==> config.mk <==
export PLATFORM = sky130hd
export DESIGN_NAME = block_field
export DESIGN_NICKNAME = d
export VERILOG_FILES = /design/src/rtl/block_field.sv
export SDC_FILE = /design/constraint.sdc
export NUM_CORES = 1
export LEC_CHECK = 0
export BUFFER_PORTS_ARGS = -buffer_cell sky130_fd_sc_hd__buf_2
export CAP_MARGIN = 20
export CORE_AREA = 5 5 93 95
export DETAILED_ROUTE_END_ITERATION = 8
export DIE_AREA = 0 0 98 100
export PLACE_DENSITY = 0.88
export REMOVE_ABC_BUFFERS = 1
export SYNTH_ARGS = -nofsm -noshare
export SYNTH_HDL_FRONTEND = slang
export SYNTH_SLANG_ARGS = --single-unit
==> constraint.sdc <==
create_clock -name clock -period 4.3 [get_ports clock]
set_clock_uncertainty 0.2 [all_clocks]
set_input_delay 0.43 -clock clock [delete_from_list [all_inputs] [get_ports clock]]
set_output_delay 0.43 -clock clock [all_outputs]
set_load 0.005 [all_outputs]
==> src/rtl/block_field.sv <==
// Breakout brick wall: alive-bit grid, descending vertical offset, ball collision
// against the wall on frame ticks, endgame detection and per-pixel brick lookup.
module block_field #(
    parameter int NCOLS       = 10,
    parameter int NROWS       = 4,
    parameter int BLK_W_LOG2  = 6,
    parameter int BLK_H_LOG2  = 4,
    parameter int TOP_Y       = 32,
    parameter int LIMIT_Y     = 400,
    parameter int DESC_FRAMES = 600
) (
    input  logic       clock,
    input  logic       reset,
    input  logic       frame_tick,
    input  logic       start,
    input  logic       restart,
    input  logic [9:0] ball_x,
    input  logic [9:0] ball_y,
    input  logic [9:0] px,
    input  logic [9:0] py,
    output logic       hit_block,
    output logic       bounce,
    output logic       endgame_block,
    output logic       all_clear,
    output logic       block_pixel,
    output logic [9:0] wall_y
);

    localparam int ROW_W = (NROWS > 1) ? $clog2(NROWS) : 1;
    localparam int CX_W  = 10 - BLK_W_LOG2;
    localparam int RY_W  = 10 - BLK_H_LOG2;
    localparam int CNT_W = (DESC_FRAMES > 1) ? $clog2(DESC_FRAMES) : 1;
    localparam logic [9:0] BLK_H = 10'(1 << BLK_H_LOG2);

    typedef enum logic [1:0] {IDLE, RUN, PAUSE, OVER} state_t;

    state_t           state_reg, state_next;
    logic [NCOLS-1:0] grid_reg [NROWS];
    logic [NROWS-1:0] row_any;
    logic [9:0]       y_off_reg;
    logic [CNT_W-1:0] cnt_reg;
    logic [CX_W-1:0]  hit_col_reg;
    logic [ROW_W-1:0] hit_row_reg;
    logic             hit_valid_reg;
    logic             hit_block_reg;
    logic             all_clear_reg;
    logic             block_pixel_reg;

    logic             clear_all;
    logic             run_tick;
    logic             hit_commit;
    logic [3:0]       lowest;
    logic [10:0]      wall_bottom;
    logic             endgame_cond;

    // Ball to brick mapping
    logic [CX_W-1:0]  ball_col;
    logic [9:0]       ball_rel;
    logic [RY_W-1:0]  ball_rowf;
    logic             ball_in;

    // Renderer pixel to brick mapping (same mapping, plus 1-px gap)
    logic [CX_W-1:0]  pix_col;
    logic [9:0]       pix_rel;
    logic [RY_W-1:0]  pix_rowf;
    logic [ROW_W-1:0] pix_row;
    logic             pix_in;
    logic             pix_on;

    assign clear_all = reset || restart;
    assign run_tick  = (state_reg == RUN) && frame_tick;

    assign ball_col  = ball_x[9:BLK_W_LOG2];
    assign ball_rel  = ball_y - y_off_reg;
    assign ball_rowf = ball_rel[9:BLK_H_LOG2];
    assign ball_in   = (ball_y >= y_off_reg) && (32'(ball_col) < NCOLS) && (32'(ball_rowf) < NROWS);

    assign pix_col   = px[9:BLK_W_LOG2];
    assign pix_rel   = py - y_off_reg;
    assign pix_rowf  = pix_rel[9:BLK_H_LOG2];
    assign pix_row   = ROW_W'(pix_rowf);
    assign pix_in    = (py >= y_off_reg) && (32'(pix_col) < NCOLS) && (32'(pix_rowf) < NROWS)
                       && (px[BLK_W_LOG2-1:0] != '1) && (pix_rel[BLK_H_LOG2-1:0] != '1);
    assign pix_on    = pix_in && grid_reg[pix_row][pix_col];

    // A hit only lands if the game is still running when the grid is updated
    assign hit_commit = hit_valid_reg && (state_reg == RUN) && grid_reg[hit_row_reg][hit_col_reg];

    generate
        for (genvar gi = 0; gi < NROWS; gi++) begin : g_row
            always_ff @(posedge clock) begin
                if (clear_all) begin
                    grid_reg[gi] <= '1;
                end else if (hit_commit && (hit_row_reg == ROW_W'(gi))) begin
                    grid_reg[gi][hit_col_reg] <= 1'b0;
                end
            end
            assign row_any[gi] = |grid_reg[gi];
        end
    endgenerate

    always_comb begin
        lowest = '0;
        for (int r = 0; r < NROWS; r++) begin
            if (row_any[r]) lowest = 4'(r);
        end
    end

    assign wall_bottom  = {1'b0, y_off_reg} + ((11'(lowest) + 11'd1) << BLK_H_LOG2);
    assign endgame_cond = (row_any != '0) && (wall_bottom >= 11'(LIMIT_Y));

    always_ff @(posedge clock) begin
        if (clear_all) state_reg <= IDLE;
        else           state_reg <= state_next;
    end

    always_comb begin
        state_next = state_reg;
        case (state_reg)
            IDLE:    if (start) state_next = RUN;
            RUN: begin
                if (endgame_cond) state_next = OVER;
                else if (!start)  state_next = PAUSE;
            end
            PAUSE:   if (start) state_next = RUN;
            OVER:    state_next = OVER;
            default: state_next = IDLE;
        endcase
    end

    always_ff @(posedge clock) begin
        if (clear_all) begin
            y_off_reg <= 10'(TOP_Y);
            cnt_reg   <= '0;
        end else if (run_tick) begin
            if (32'(cnt_reg) == DESC_FRAMES - 1) begin
                cnt_reg <= '0;
                if (!all_clear_reg) y_off_reg <= y_off_reg + BLK_H;
            end else begin
                cnt_reg <= cnt_reg + 1'b1;
            end
        end
    end

    always_ff @(posedge clock) begin
        if (clear_all) begin
            hit_valid_reg <= 1'b0;
            hit_col_reg   <= '0;
            hit_row_reg   <= '0;
            hit_block_reg <= 1'b0;
            all_clear_reg <= 1'b0;
        end else begin
            hit_valid_reg <= run_tick && ball_in;
            hit_col_reg   <= ball_col;
            hit_row_reg   <= ROW_W'(ball_rowf);
            hit_block_reg <= hit_commit;
            all_clear_reg <= (row_any == '0);
        end
    end

    always_ff @(posedge clock) begin
        if (reset) block_pixel_reg <= 1'b0;
        else       block_pixel_reg <= pix_on;
    end

    assign hit_block     = hit_block_reg;
    assign bounce        = hit_block_reg;
    assign endgame_block = (state_reg == OVER);
    assign all_clear     = all_clear_reg;
    assign block_pixel   = block_pixel_reg;
    assign wall_y        = y_off_reg;

endmodule

==> results of run 1 <==
[cell usage in the layout (no fill, tap or decap), types with 4 or more instances in the layout]
| cell type | n |
|---|---|
| nand3_1 | 11 |
| edfxtp_1 | 30 |
| xor2_1 | 8 |
| buf_2 | 45 |
| or3_1 | 5 |
| o21ai_0 | 25 |
| mux2i_1 | 12 |
| nand2b_1 | 5 |
| conb_1 | 4 |
| nor2_1 | 41 |
| inv_1 | 19 |
| and3_1 | 7 |
| or2_2 | 4 |
| clkbuf_8 | 9 |
| and2_1 | 6 |
| nand2_1 | 61 |
| nand3b_1 | 4 |
| a21oi_1 | 16 |
| xnor2_1 | 11 |
| nor2b_1 | 9 |
| a21oi_2 | 8 |
| dfxtp_1 | 38 |
| nor4_1 | 11 |
| o21ai_1 | 8 |
| nor3_1 | 7 |
| mux4_2 | 14 |
| ha_1 | 18 |
| nand4_1 | 9 |
[per-stage QoR]
stage	power (uW)	std cells	cell area (um2)
floorplan	766	434	4190
global placement	802	584	4570
detailed placement	808	584	4570
CTS	1330	600	4770
global route	1380	600	4770
finish	1340	600	4770
[area by class of cell]
type,instances,area share [%]
clock inverters,5,0.629
repair buffers,48,5.19
flip-flops and latches,68,34.8
multi-input cells,347,51.5
well taps,102,2.68
inverters,19,1.49
clock buffers,11,3.65
[how the worst min path moves through the flow]
stage / to / slack [ns] / start
5_1_grt: hit_col_reg[0]$_SDFF_PP0_ / 0.07 / ball_x[6]
3_5_place_dp: cnt_reg[6]$_SDFFE_PP0P_ / 0.30 / cnt_reg[6]$_SDFFE_PP0P_
3_3_place_gp: cnt_reg[6]$_SDFFE_PP0P_ / 0.28 / cnt_reg[6]$_SDFFE_PP0P_
2_1_floorplan: cnt_reg[6]$_SDFFE_PP0P_ / 0.26 / cnt_reg[6]$_SDFFE_PP0P_
6_report: hit_col_reg[0]$_SDFF_PP0_ / 0.07 / ball_x[6]
4_1_cts: hit_col_reg[0]$_SDFF_PP0_ / 0.07 / ball_x[6]
[cell families after synthesis]
logic type	Yosys count	share of synthesized area, %
AO/OA/AOI/OAI	78	11.1
AND/OR/NAND/NOR	194	22.7
flip-flops	68	38.3
multiplexers	31	12.0
buffers and inverters	46	5.45
adder cells (fa/ha/maj)	21	6.57
XOR/XNOR	19	3.83
other	1	0.0863
[layer usage]
metal,wire length [um],global-route usage (%),vias up
met3,994,6.05,45
met4,398,11.3,0
met5,0,0,-
met2,5230,39.5,206
met1,4230,25.7,1740
li1,-,-,1714
[power breakdown]
group	internal, uW	switching (uW)	total [uW]
sequential	674	9.86	684
combinational	47.0	64.0	111
clock	278	262	540
==> impl_summary.txt, run 1 <==
----------------------------------------------------
[Status]
  Result of the run ... finished, final reports clean

[Worst setup path]
  Critical Path Stages ... 12
  Critical Path Sink Type ... flop
  Critical path's largest stage delay ... 0.60 ns
  Required time of the worst setup path ... 4.38 ns
  CP endpoint ... state_reg[1]$_SDFFE_PP0P_
  Critical path class ... reg2reg
  Crit start category ... flop
  Worst-path maximum fanout ... 3
  FF-to-FF path depth ... 12
  Slowest stage cell on the critical path ... or4b_2
  R2R setup slack ... 0.56 ns
  Buf+Inv Stages, Crit Path ... 1
  Ordered cell list for the critical path ... nor4_1 > nand3_1 > or2_2 > ha_1 > inv_1 > fa_1 > xor2_1 > nand3b_1 > or4b_2 > nand4_1 > a21oi_1 > a21oi_1
  Critical register-to-register path endpoint ... state_reg[1]$_SDFFE_PP0P_
  Crit path from ... grid_reg[3][0]$_DFFE_PP_
  Data arrival time at the worst-slack endpoint ... between 3 and 4 ns
  Most frequent cell on the critical path ... a21oi_1
  Origin of the critical flop-to-flop path ... grid_reg[3][0]$_DFFE_PP_
  CP delay by family, top ... simple AND/OR/NAND/NOR gates

[Logic synthesis]
  Mapped cell area ... approximately 4300 um2
  Top-count cell post-synth ... nand2_1
  Average footprint of a synthesized cell ... 9.48 um2
  Yosys warning count ... 0
  Number of enable-type register cells in the synthesized netlist ... 30
  Synth Register Bits ... 68
  Post-synth cell types ... 60
  Top post-synthesis cells by count ... 61 x nand2_1, 42 x nor2_1, 38 x dfxtp_1
  Synth area leaders ... edfxtp_1 21%, dfxtp_1 18%, mux4_2 7.3%
  Cell type with the largest total area after synthesis ... edfxtp_1
  Leading register cell type out of synthesis ... dfxtp_1
  Synthesized instance count ... 458
  Sequential cell area fraction in the yosys report ... approximately two fifths
  FFs w/ async S/R, synth ... 0%
  Proportion of netlist area held by the largest area contributor ... around a fifth

[STA]
  Post-route clock period utilization ... between 80 and 90%
  Time the worst path needs with I/O delays and setup ... ~3.7 ns
  Actual slew at the worst max-slew pin ... just under 0.8 ns
  Setup total negative slack ... 0 ns
  Unrepaired setup endpoints after global routing ... false
  Fin worst setup slack ... 0.560 ns
  Smallest hold slack ... roughly 0.07 ns
  Slew HR ... 48.0%
  Fin. Hold Viols ... 0
  Number of endpoints failing setup at the final stage ... 0
  Count of pins over their slew limit ... 0
  Maximum frequency from static timing analysis ... 267 MHz

[Layout]
  Number of flip-flops under the largest register name ... 40
  Antenna Diode Count ... 0
  Fin util ... 62.4%
  Post-layout net count ... roughly 560
  Sequential Area ... approximately 1700 um2
  Fraction of layout cells with a size suffix above 1 ... 20.5%
  Layout Area Growth over Synthesis ... 9.85%
  Fill count ... 600
  Multi-input gate area ... roughly 2500 um2

[CTS]
  Post_cts resized ... 0
  Number of post-CTS setup repair buffers ... 0
  Number of H-tree branching levels ... 3
  Max Buffers Root-to-Sink ... 2
  Post-CTS Hold Fix Bufs ... 0
  Clock transition at the registers of the reported paths ... around 0.080 ns
  Clock sinks ... ~70
  Clock latency of the later-clocked register in the worst-skew pair ... roughly 0.35 ns
  Number of buffers inserted during clock tree synthesis ... 9
  Clock tree from TritonCTS ... yes
  Clock root buffer ... clkbuf_8

[Drt]
  DRT Wirelength ... about 11,000 um
  Average routed wire per standard cell ... 18.1 um
  Via count ... 3,705
  Pre-Repair DR Iteration Count ... 5
  Post-detailed-route DRC marker count ... 0
  Violation count after the first detailed-routing iteration ... roughly 310
  Count of nets left with antenna violations after detail routing ... 0
  Via density ... 6.18

[Pwr]
  Leakage power summed over all cells ... about 0.0016 uW
  Worst IR drop on VDD ... ~0.19 mV
  Pwr/cell area ... approximately 280 nW/um2

[Die]
  Area of the core ... around 7600 um2
  Width of the chip ... between 90 and 100 um
  Starting Density ... between 50% and 60%
  Ports ... 60
  Die area ... 9800 um2
  Site Rows ... 32
  Die height ... approximately 100 um

[Hold path]
  Number of cells on the worst hold path ... 2
  Hold crit path type ... in2reg

[Global routing]
  Maximum number of pins on one net before global-route repair ... 41
  Vias in the first global route ... ~3,700
  Antenna violations before repair ... 0
  Wire length of the first global-routing pass ... 17,500 um
  Total global routing overflow ... 0
  Total routing usage reported by global routing ... 22.6%

[Placement]
  IO Port Bufs ... 45
  Global placement routability congestion ... between 0.9 and 1
  Setup WS pre-CTS ... 0.679 ns
  DP HPWL ... slightly below 8000 um

[Job]
  Count of max-cap constraint violations ... 0

----------------------------------------------------
Power figures use the tool's default switching activity.
==> inputs of run 2 (changes only) <==
--- a/config.mk
+++ b/config.mk
@@ -7,10 +7,11 @@
 export LEC_CHECK = 0
 export BUFFER_PORTS_ARGS = -buffer_cell sky130_fd_sc_hd__buf_2
 export CAP_MARGIN = 20
-export CORE_AREA = 5 5 93 95
+export CORE_AREA = 5 5 125 127
+export CTS_BUF_LIST = sky130_fd_sc_hd__clkbuf_4 sky130_fd_sc_hd__clkbuf_8
 export DETAILED_ROUTE_END_ITERATION = 8
-export DIE_AREA = 0 0 98 100
-export PLACE_DENSITY = 0.88
+export DIE_AREA = 0 0 130 132
+export PLACE_DENSITY = 0.57
 export REMOVE_ABC_BUFFERS = 1
 export SYNTH_ARGS = -nofsm -noshare
 export SYNTH_HDL_FRONTEND = slang
==> run 2 against run 1 <==
  * Count of clock-buffer cells in the layout up 2
  * Sequential cell count is the same
  * Final area increased by 2.2%
  * Non-clock buffer count fell by 1
  * Critical endpoint unchanged
  * Largest cell class unchanged
  * Largest power group unchanged
==> impl_summary.txt, run 2 (synthesis results as in run 1) <==
----------------------------------------------------
[Status]
  Result of the run ... finished, final reports clean

[Global routing]
  Maximum number of pins on one net before global-route repair ... 40
  Busiest metal layer after global routing ... met2
  Vias in the first global route ... 3,513
  Wire length of the first global-routing pass ... 18,200 um
  Met3 layer usage reported by global route ... around 2.9%
  Global Route met1 Usage ... 17.7%
  Total global routing overflow ... 0
  Antenna violations before repair ... 0
  Met2 Track Usage GR ... about a fifth
  Total routing usage reported by global routing ... 13.5%

[Die]
  Die height ... 132 um
  Ports ... 60
  Width of the chip ... 130 um
  Site Rows ... between 40 and 50
  Die area ... around 17,000 um2
  Starting Density ... 30.3%
  Area of the core ... 14,300 um2

[Worst setup path]
  Data arrival time at the worst-slack endpoint ... roughly 3.8 ns
  Required time of the worst setup path ... 4.38 ns
  Most frequent cell on the critical path ... a21oi_1
  Worst-path maximum fanout ... 3
  Ordered cell list for the critical path ... nor4_1 > nand3_1 > or2_2 > ha_1 > inv_1 > fa_1 > xor2_1 > nand3b_1 > or4b_2 > nand4_1 > a21oi_1 > a21oi_1
  Critical path class ... reg2reg
  CP delay by family, top ... simple AND/OR/NAND/NOR gates
  Critical Path Sink Type ... flop
  Critical register-to-register path endpoint ... state_reg[1]$_SDFFE_PP0P_
  CP endpoint ... state_reg[1]$_SDFFE_PP0P_
  Crit start category ... flop
  FF-to-FF path depth ... 12
  Slowest stage cell on the critical path ... or4b_2
  R2R setup slack ... ~0.62 ns
  Critical Path Stages ... 12
  Buf+Inv Stages, Crit Path ... 1
  Crit path from ... grid_reg[3][5]$_DFFE_PP_
  Critical path's largest stage delay ... approximately 0.59 ns
  Origin of the critical flop-to-flop path ... grid_reg[3][5]$_DFFE_PP_

[CTS]
  Clock sinks ... 68
  Number of post-CTS setup repair buffers ... 0
  Clock tree from TritonCTS ... yes
  Number of H-tree branching levels ... 3
  Clock transition at the registers of the reported paths ... 0.08 ns
  Post-CTS Hold Fix Bufs ... 0
  Post_cts resized ... 0
  Clock root buffer ... clkbuf_8
  Clock latency of the later-clocked register in the worst-skew pair ... about 0.35 ns
  Number of buffers inserted during clock tree synthesis ... 9
  Max Buffers Root-to-Sink ... 2

[STA]
  Setup total negative slack ... 0 ns
  Number of endpoints failing setup at the final stage ... 0
  Time the worst path needs with I/O delays and setup ... between 3 and 4 ns
  Unrepaired setup endpoints after global routing ... false
  Fin worst setup slack ... ~0.62 ns
  Fin. Hold Viols ... 0
  Actual slew at the worst max-slew pin ... just under 1 ns
  Maximum frequency from static timing analysis ... 272 MHz
  Smallest hold slack ... 0.0698 ns
  Slew HR ... a little over a third
  Count of pins over their slew limit ... 0
  Post-route clock period utilization ... around 86%

[Drt]
  Count of nets left with antenna violations after detail routing ... 0
  Violation count after the first detailed-routing iteration ... 275
  Pre-Repair DR Iteration Count ... 5
  DRT Wirelength ... ~11,000 um
  Via density ... between 5 and 6
  Via count ... ~3,600
  Post-detailed-route DRC marker count ... 0
  Average routed wire per standard cell ... 16.9 um

[Layout]
  Most common cell after layout, fill and taps aside ... nand2_1
  Post-layout net count ... between 500 and 600
  Non-Filler Instances ... between 600 and 700
  Fill count ... roughly 1,500
  Layout Area Growth over Synthesis ... 12.3%
  Final non-filler cell area ... slightly below 5000 um2
  Fraction of layout cells with a size suffix above 1 ... 20.3%
  Sequential Area ... 1660 um2
  Number of flip-flops under the largest register name ... 40
  Most frequent cells in the layout ... 61 x nand2_1, 45 x buf_2, 41 x nor2_1
  Antenna Diode Count ... 0
  Multi-input gate area ... approximately 2500 um2

[Hold path]
  Hold crit path type ... in2reg

[Placement]
  DP HPWL ... 8390 um
  Total placed cells including tap cells ... 665
  Global placement routability congestion ... between 0.9 and 1
  IO Port Bufs ... 45
  Setup WS pre-CTS ... between 0.6 and 0.7 ns
  Cell area after placement ... between 4000 and 5000 um2

[Job]
  Count of max-cap constraint violations ... 0

[Pwr]
  Pwr/cell area ... 282 nW/um2
  Leakage power summed over all cells ... about 0.0016 uW
  Worst IR drop on VDD ... approximately 0.13 mV

----------------------------------------------------
## run 2: metrics by stage
stage	utilization, %	power (uW)
final	34.1	1370
after global routing	34.1	1420
after CTS	34.1	1390
after detailed placement	32.6	809
after global placement	32.6	807
after floorplan	-	766
## run 2: where the power goes
part           internal, uW  leakage (uW)  switching [uW]  total (uW)
clock                   323      0.000114             256         579
combinational          46.6      0.000951            60.5         107
sequential              674      0.000528            13.0         687
total                  1040       0.00159             329        1370
## run 2: worst min-delay path by stage
stage | from | end | slack (ns) | depth (start not counted)
6_report | px[8] | block_pixel$_SDFF_PP0_ | 0.07 | 2
5_1_grt | px[8] | block_pixel$_SDFF_PP0_ | 0.07 | 2
4_1_cts | px[8] | block_pixel$_SDFF_PP0_ | 0.06 | 2
3_5_place_dp | cnt_reg[9]$_SDFFE_PP0P_ | cnt_reg[9]$_SDFFE_PP0P_ | 0.30 | 2
3_3_place_gp | cnt_reg[6]$_SDFFE_PP0P_ | cnt_reg[6]$_SDFFE_PP0P_ | 0.28 | 2
2_1_floorplan | cnt_reg[6]$_SDFFE_PP0P_ | cnt_reg[6]$_SDFFE_PP0P_ | 0.26 | 2
## run 2: layout make-up
type / count / area share, %
clock buffer: 13 / 3.54
clock inverter: 3 / 0.872
timing repair buffer: 47 / 4.93
multi-input combinational: 347 / 50.4
inverter: 19 / 1.46
sequential: 68 / 34.1
tap: 184 / 4.72
## run 2: metal layers
| metal | routed length [um] | up-vias |
|---|---|---|
| met4 | 410 | 0 |
| met1 | 4960 | 1725 |
| li1 | - | 1713 |
| met2 | 5340 | 131 |
| met3 | 786 | 31 |
| met5 | 0 | - |
## run 2: worst reg2reg max path, stage by stage, from the launching register on
cell and delay (ns):
edfxtp_1 0.43, nor4_1 0.40, nand3_1 0.18, or2_2 0.31
ha_1 0.31, inv_1 0.06, fa_1 0.44, xor2_1 0.18
nand3b_1 0.12, or4b_2 0.59, nand4_1 0.16, a21oi_1 0.08
a21oi_1 0.15
